### src/rtl/iter_up_counter_ctrl.sv
// Up-counter from 0 to a captured target with a start/done handshake; Q registered, last/busy/done decode state.
// No backpressure: En stalls counting in RUN; optional sticky err on start-during-RUN when ITER_CNT_ERR_EN is defined.
module iter_up_counter_ctrl #(
    parameter int WIDTH = 6
) (
    input  logic             clk,
    input  logic             reset,
    input  logic             start,
    input  logic [WIDTH-1:0] target,
    input  logic             En,
    input  logic             abort,
    output logic [WIDTH-1:0] Q,
    output logic             busy,
    output logic             last,
    output logic             done
`ifdef ITER_CNT_ERR_EN
    ,
    output logic             err
`endif
);

    typedef enum logic [1:0] {
        IDLE = 2'd0,
        RUN  = 2'd1,
        DONE = 2'd2
    } state_t;

    state_t           state;
    logic [WIDTH-1:0] tgt_q;

    always_ff @(posedge clk or negedge reset) begin
        if (!reset) begin
            state <= IDLE;
            Q     <= '0;
            tgt_q <= '0;
`ifdef ITER_CNT_ERR_EN
            err   <= 1'b0;
`endif
        end else if (abort) begin
            // Abort beats start and En; any start this cycle is dropped.
            state <= IDLE;
            Q     <= '0;
`ifdef ITER_CNT_ERR_EN
            err   <= 1'b0;
`endif
        end else begin
            case (state)
                IDLE: begin
                    if (start) begin
                        tgt_q <= target;
                        Q     <= '0;
                        state <= RUN;
                    end
                end
                RUN: begin
                    // Increment is gated by the compare, so Q can never wrap.
                    if (En) begin
                        if (Q == tgt_q) begin
                            state <= DONE;
                        end else begin
                            Q <= Q + WIDTH'(1);
                        end
                    end
                end
                DONE: begin
                    if (start) begin
                        tgt_q <= target;
                        Q     <= '0;
                        state <= RUN;
                    end else begin
                        state <= IDLE;
                    end
                end
                default: state <= IDLE;
            endcase
`ifdef ITER_CNT_ERR_EN
            if (state == RUN && start) begin
                err <= 1'b1;
            end
`endif
        end
    end

    assign busy = (state == RUN);
    assign last = (state == RUN) && (Q == tgt_q);
    assign done = (state == DONE);

endmodule

### config.mk
export PLATFORM = sky130hd
export DESIGN_NAME = iter_up_counter_ctrl
export DESIGN_NICKNAME = d
export VERILOG_FILES = /design/src/rtl/iter_up_counter_ctrl.sv
export SDC_FILE = /design/constraint.sdc
export NUM_CORES = 1
export LEC_CHECK = 0
export CORE_MARGIN = 5
export CORE_UTILIZATION = 35
export DETAILED_ROUTE_END_ITERATION = 8
export SLEW_MARGIN = 40
export SYNTH_ARGS = -nofsm -noshare
export SYNTH_HDL_FRONTEND = slang
export SYNTH_SLANG_ARGS = --single-unit
### constraint.sdc
create_clock -name clk -period 2.2 [get_ports clk]
set_input_delay 0.22 -clock clk [delete_from_list [all_inputs] [get_ports clk]]
set_output_delay 0.22 -clock clk [all_outputs]
set_load 0.1 [all_outputs]
==> flow_summary.json <==
{
  "diodes": 0,
  "crit_start": "Q[4]",
  "seq_area_um2": 355,
  "period_share": 0.894,
  "cts_resized": 0,
  "p_leak_nw": 0.436,
  "grt_start_max_net_pins": 15,
  "arrival_ns": 1.75,
  "finish.utilization": 0.502,
  "io_buffers": 19,
  "detail_route.iter0.violations": 4,
  "start_util": 0.376,
  "drt_wl_total_um": 1550,
  "htreeDepth": 1,
  "post-cts-setup-buffer-count": 0,
  "layout_common_cells": "dfrtp_1 (10), clkdlybuf4s50_1 (10), buf_4 (8)",
  "synth_area_um2": 761,
  "grt_pass1_vias": 603,
  "finalSetupViolations": 0,
  "synthSimpleGateAreaFrac": 0.196,
  "cts_hold_buf": 0,
  "fin_setup_tns_ns": 0,
  "fp.dieArea_mm2": 0.00321,
  "power_density_mw_per_mm2": 606,
  "drc": 0,
  "multi_input_area_um2": 398,
  "dp_cells": 117,
  "synthCells": 73,
  "vias": 624,
  "required_ns": 1.98,
  "cts-root-buf": "clkbuf_4",
  "ir_worst_vdd_mv": 0.356,
  "die_height_um": 56.6,
  "crit_slowest_cell": "dfrtp_2",
  "grt-ovfl-total": 0,
  "synth_top_family_by_area": "simple AND/OR/NAND/NOR gates",
  "finalClockSkew_ns": 0.000699,
  "maxCapViolCount": 0,
  "clk_pin_slew_ns": 0.09,
  "rsz0062_at_grt": "no",
  "die_width_um": 56.6,
  "wl_per_cell_um": 12.8,
  "fillCellCount": 192,
  "finalHoldViolations": 0,
  "synthDistinctLibCells": 30,
  "cts_sinks": 14,
  "rows": 16,
  "clk_latency_ns": 0.28,
  "area_growth_pct": 33.4,
  "synthMuxAreaShare": 0.0888,
  "slew_headroom": 0.586,
  "power.net_switching_mw": 0.175,
  "pin_count": 20,
  "crit_chain": "xor2_1, nor4_2, nand2_1, nor2_4, buf_12",
  "synthXorXnorAreaFrac": 0.0691,
  "track_usage": 0.110,
  "cp-end-kind": "primary output",
  "reg2reg_from": "Q[4]",
  "hold_path.class": "in -> async",
  "ant_nets": 0,
  "viasPerCell": 5.16,
  "gp_congestion": 0.842,
  "p_int_mw": 0.440,
  "fin_ws_ns": 0.233,
  "max_freq_mhz": 508,
  "antenna_found_initial": 0,
  "syn_nets": 85,
  "place_ws_ns": 0.413,
  "fp.coreArea_mm2": 0.00202,
  "critPathMaxStageDelay_ns": 0.46,
  "yosysWarnings": 0,
  "synth_seq_area_share": 0.461,
  "startpoint_type": "flip-flop",
  "cts_tree": "done",
  "synth_compound_area_frac": 0.135,
  "synth_fa_ha_area_frac": 0.0164,
  "p_comb_frac": 0.203,
  "synth_area_per_cell_um2": 10.4,
  "status": "finished clean",
  "netSwitchingFraction": 0.284,
  "path_max_fanout": 6,
  "drv_slew": 0,
  "drive_above_1_share": 0.298,
  "hpwl_um": 1220,
  "clock_path_buffers": 2,
  "stdcell_count": 121,
  "path_class": "reg -> out",
  "tightest_slew_ns": 0.619,
  "synth-seq-cells": 14,
  "cts_buffers": 3,
  "fin_nets": 107,
  "seqPwrFrac": 0.489,
  "pwr-share-clk": 0.308,
  "dr.pass1.iters": 3,
  "grt_first_pass_wirelength_um": 2740,
  "final.min_clock_period_ns": 1.97
}
-- power groups by stage --
stage	clock (mW)	combinational, mW	sequential [mW]
finish	0.190	0.125	0.301
global route	0.209	0.137	0.306
CTS	0.196	0.123	0.301
detailed placement	0	0.123	0.307
global placement	0	0.121	0.306
floorplan	0	0.0777	0.310
-- Yosys cell counts --
| master | count | area share |
|---|---|---|
| dfrtp_1 | 14 | 0.46 |
| mux2_2 | 6 | 0.089 |
| nand2_1 | 6 | 0.030 |
| xor2_1 | 6 | 0.069 |
| nand2b_1 | 4 | 0.033 |
| inv_1 | 3 | 0.015 |
| nor2_1 | 3 | 0.015 |
| nor4_1 | 3 | 0.025 |
| o21ai_1 | 3 | 0.020 |
| o311ai_0 | 3 | 0.035 |
| nand3_1 | 2 | 0.013 |
| nor3_1 | 2 | 0.013 |
| a21o_1 | 1 | 0.0099 |
| a21oi_1 | 1 | 0.0066 |
| a22oi_1 | 1 | 0.0099 |
| and2_1 | 1 | 0.0082 |
| and3_1 | 1 | 0.0082 |
| buf_6 | 1 | 0.015 |
| clkbuf_1 | 1 | 0.0049 |
| ha_1 | 1 | 0.016 |
| nand4b_1 | 1 | 0.012 |
| nor2b_1 | 1 | 0.0082 |
| o2111ai_1 | 1 | 0.012 |
| o211ai_1 | 1 | 0.0099 |
| o21a_1 | 1 | 0.0099 |
| o21ai_0 | 1 | 0.0066 |
| o31ai_2 | 1 | 0.016 |
| or2_2 | 1 | 0.0082 |
| or3_1 | 1 | 0.0082 |
| or3_4 | 1 | 0.015 |
-- worst paths after layout --
kind                       depth (start not counted)       end  slack (ns)
max in group asynchronous                          1      Q[5]        1.45
min in group clk                                   2  state[0]        0.52
setup / recovery                                   5      last        0.23
hold reg to reg                                    1  tgt_q[3]        0.53
setup reg to reg                                   5      Q[3]        0.54
hold / removal                                     1      Q[0]        0.32
-- flip-flops by register name (all words and copies together) (netlist names) --
signal  flops
tgt_q       6
Q           6
state       2
-- through the flow --
stage	hold slack (ns)	cell area [µm²]	total power [mW]
final	0.317	1010	0.615
after global routing	0.382	1010	0.652
after CTS	0.340	1010	0.620
after detailed placement	0.517	972	0.429
after global placement	0.514	972	0.427
after floorplan	-0.0756	773	0.388
-- logic make-up after synthesis --
family / count (synthesis)
flip-flops: 14
AO/OA/AOI/OAI: 14
adder cells (fa/ha/maj): 1
multiplexers: 6
buffers and inverters: 5
AND/OR/NAND/NOR: 27
XOR/XNOR: 6
-- layer usage --
layer  global-route usage  vias up  share of wire
met5                    0        -              0
met4               0.0508        0          0.019
met3               0.0390        5          0.056
met2                0.157       13           0.45
met1                0.145      299           0.47
li1                     -      307              -
-- cell type report --
class / instances / share of cell area
multi-input combinational: 54 / 0.392
inverter: 3 / 0.0111
tap: 27 / 0.0333
clock buffer: 4 / 0.0358
sequential: 14 / 0.350
timing repair buffer: 19 / 0.178
-- critical path, delay by kind of cell, from the launching register on --
| kind | cells | cell delay [ns] |
|---|---|---|
| xor+xnor | 1 | 0.18 |
| buf+inv | 1 | 0.18 |
| flops | 1 | 0.46 |
| simple gates | 3 | 0.64 |
Note: power is estimated with default switching activity, not from simulation.
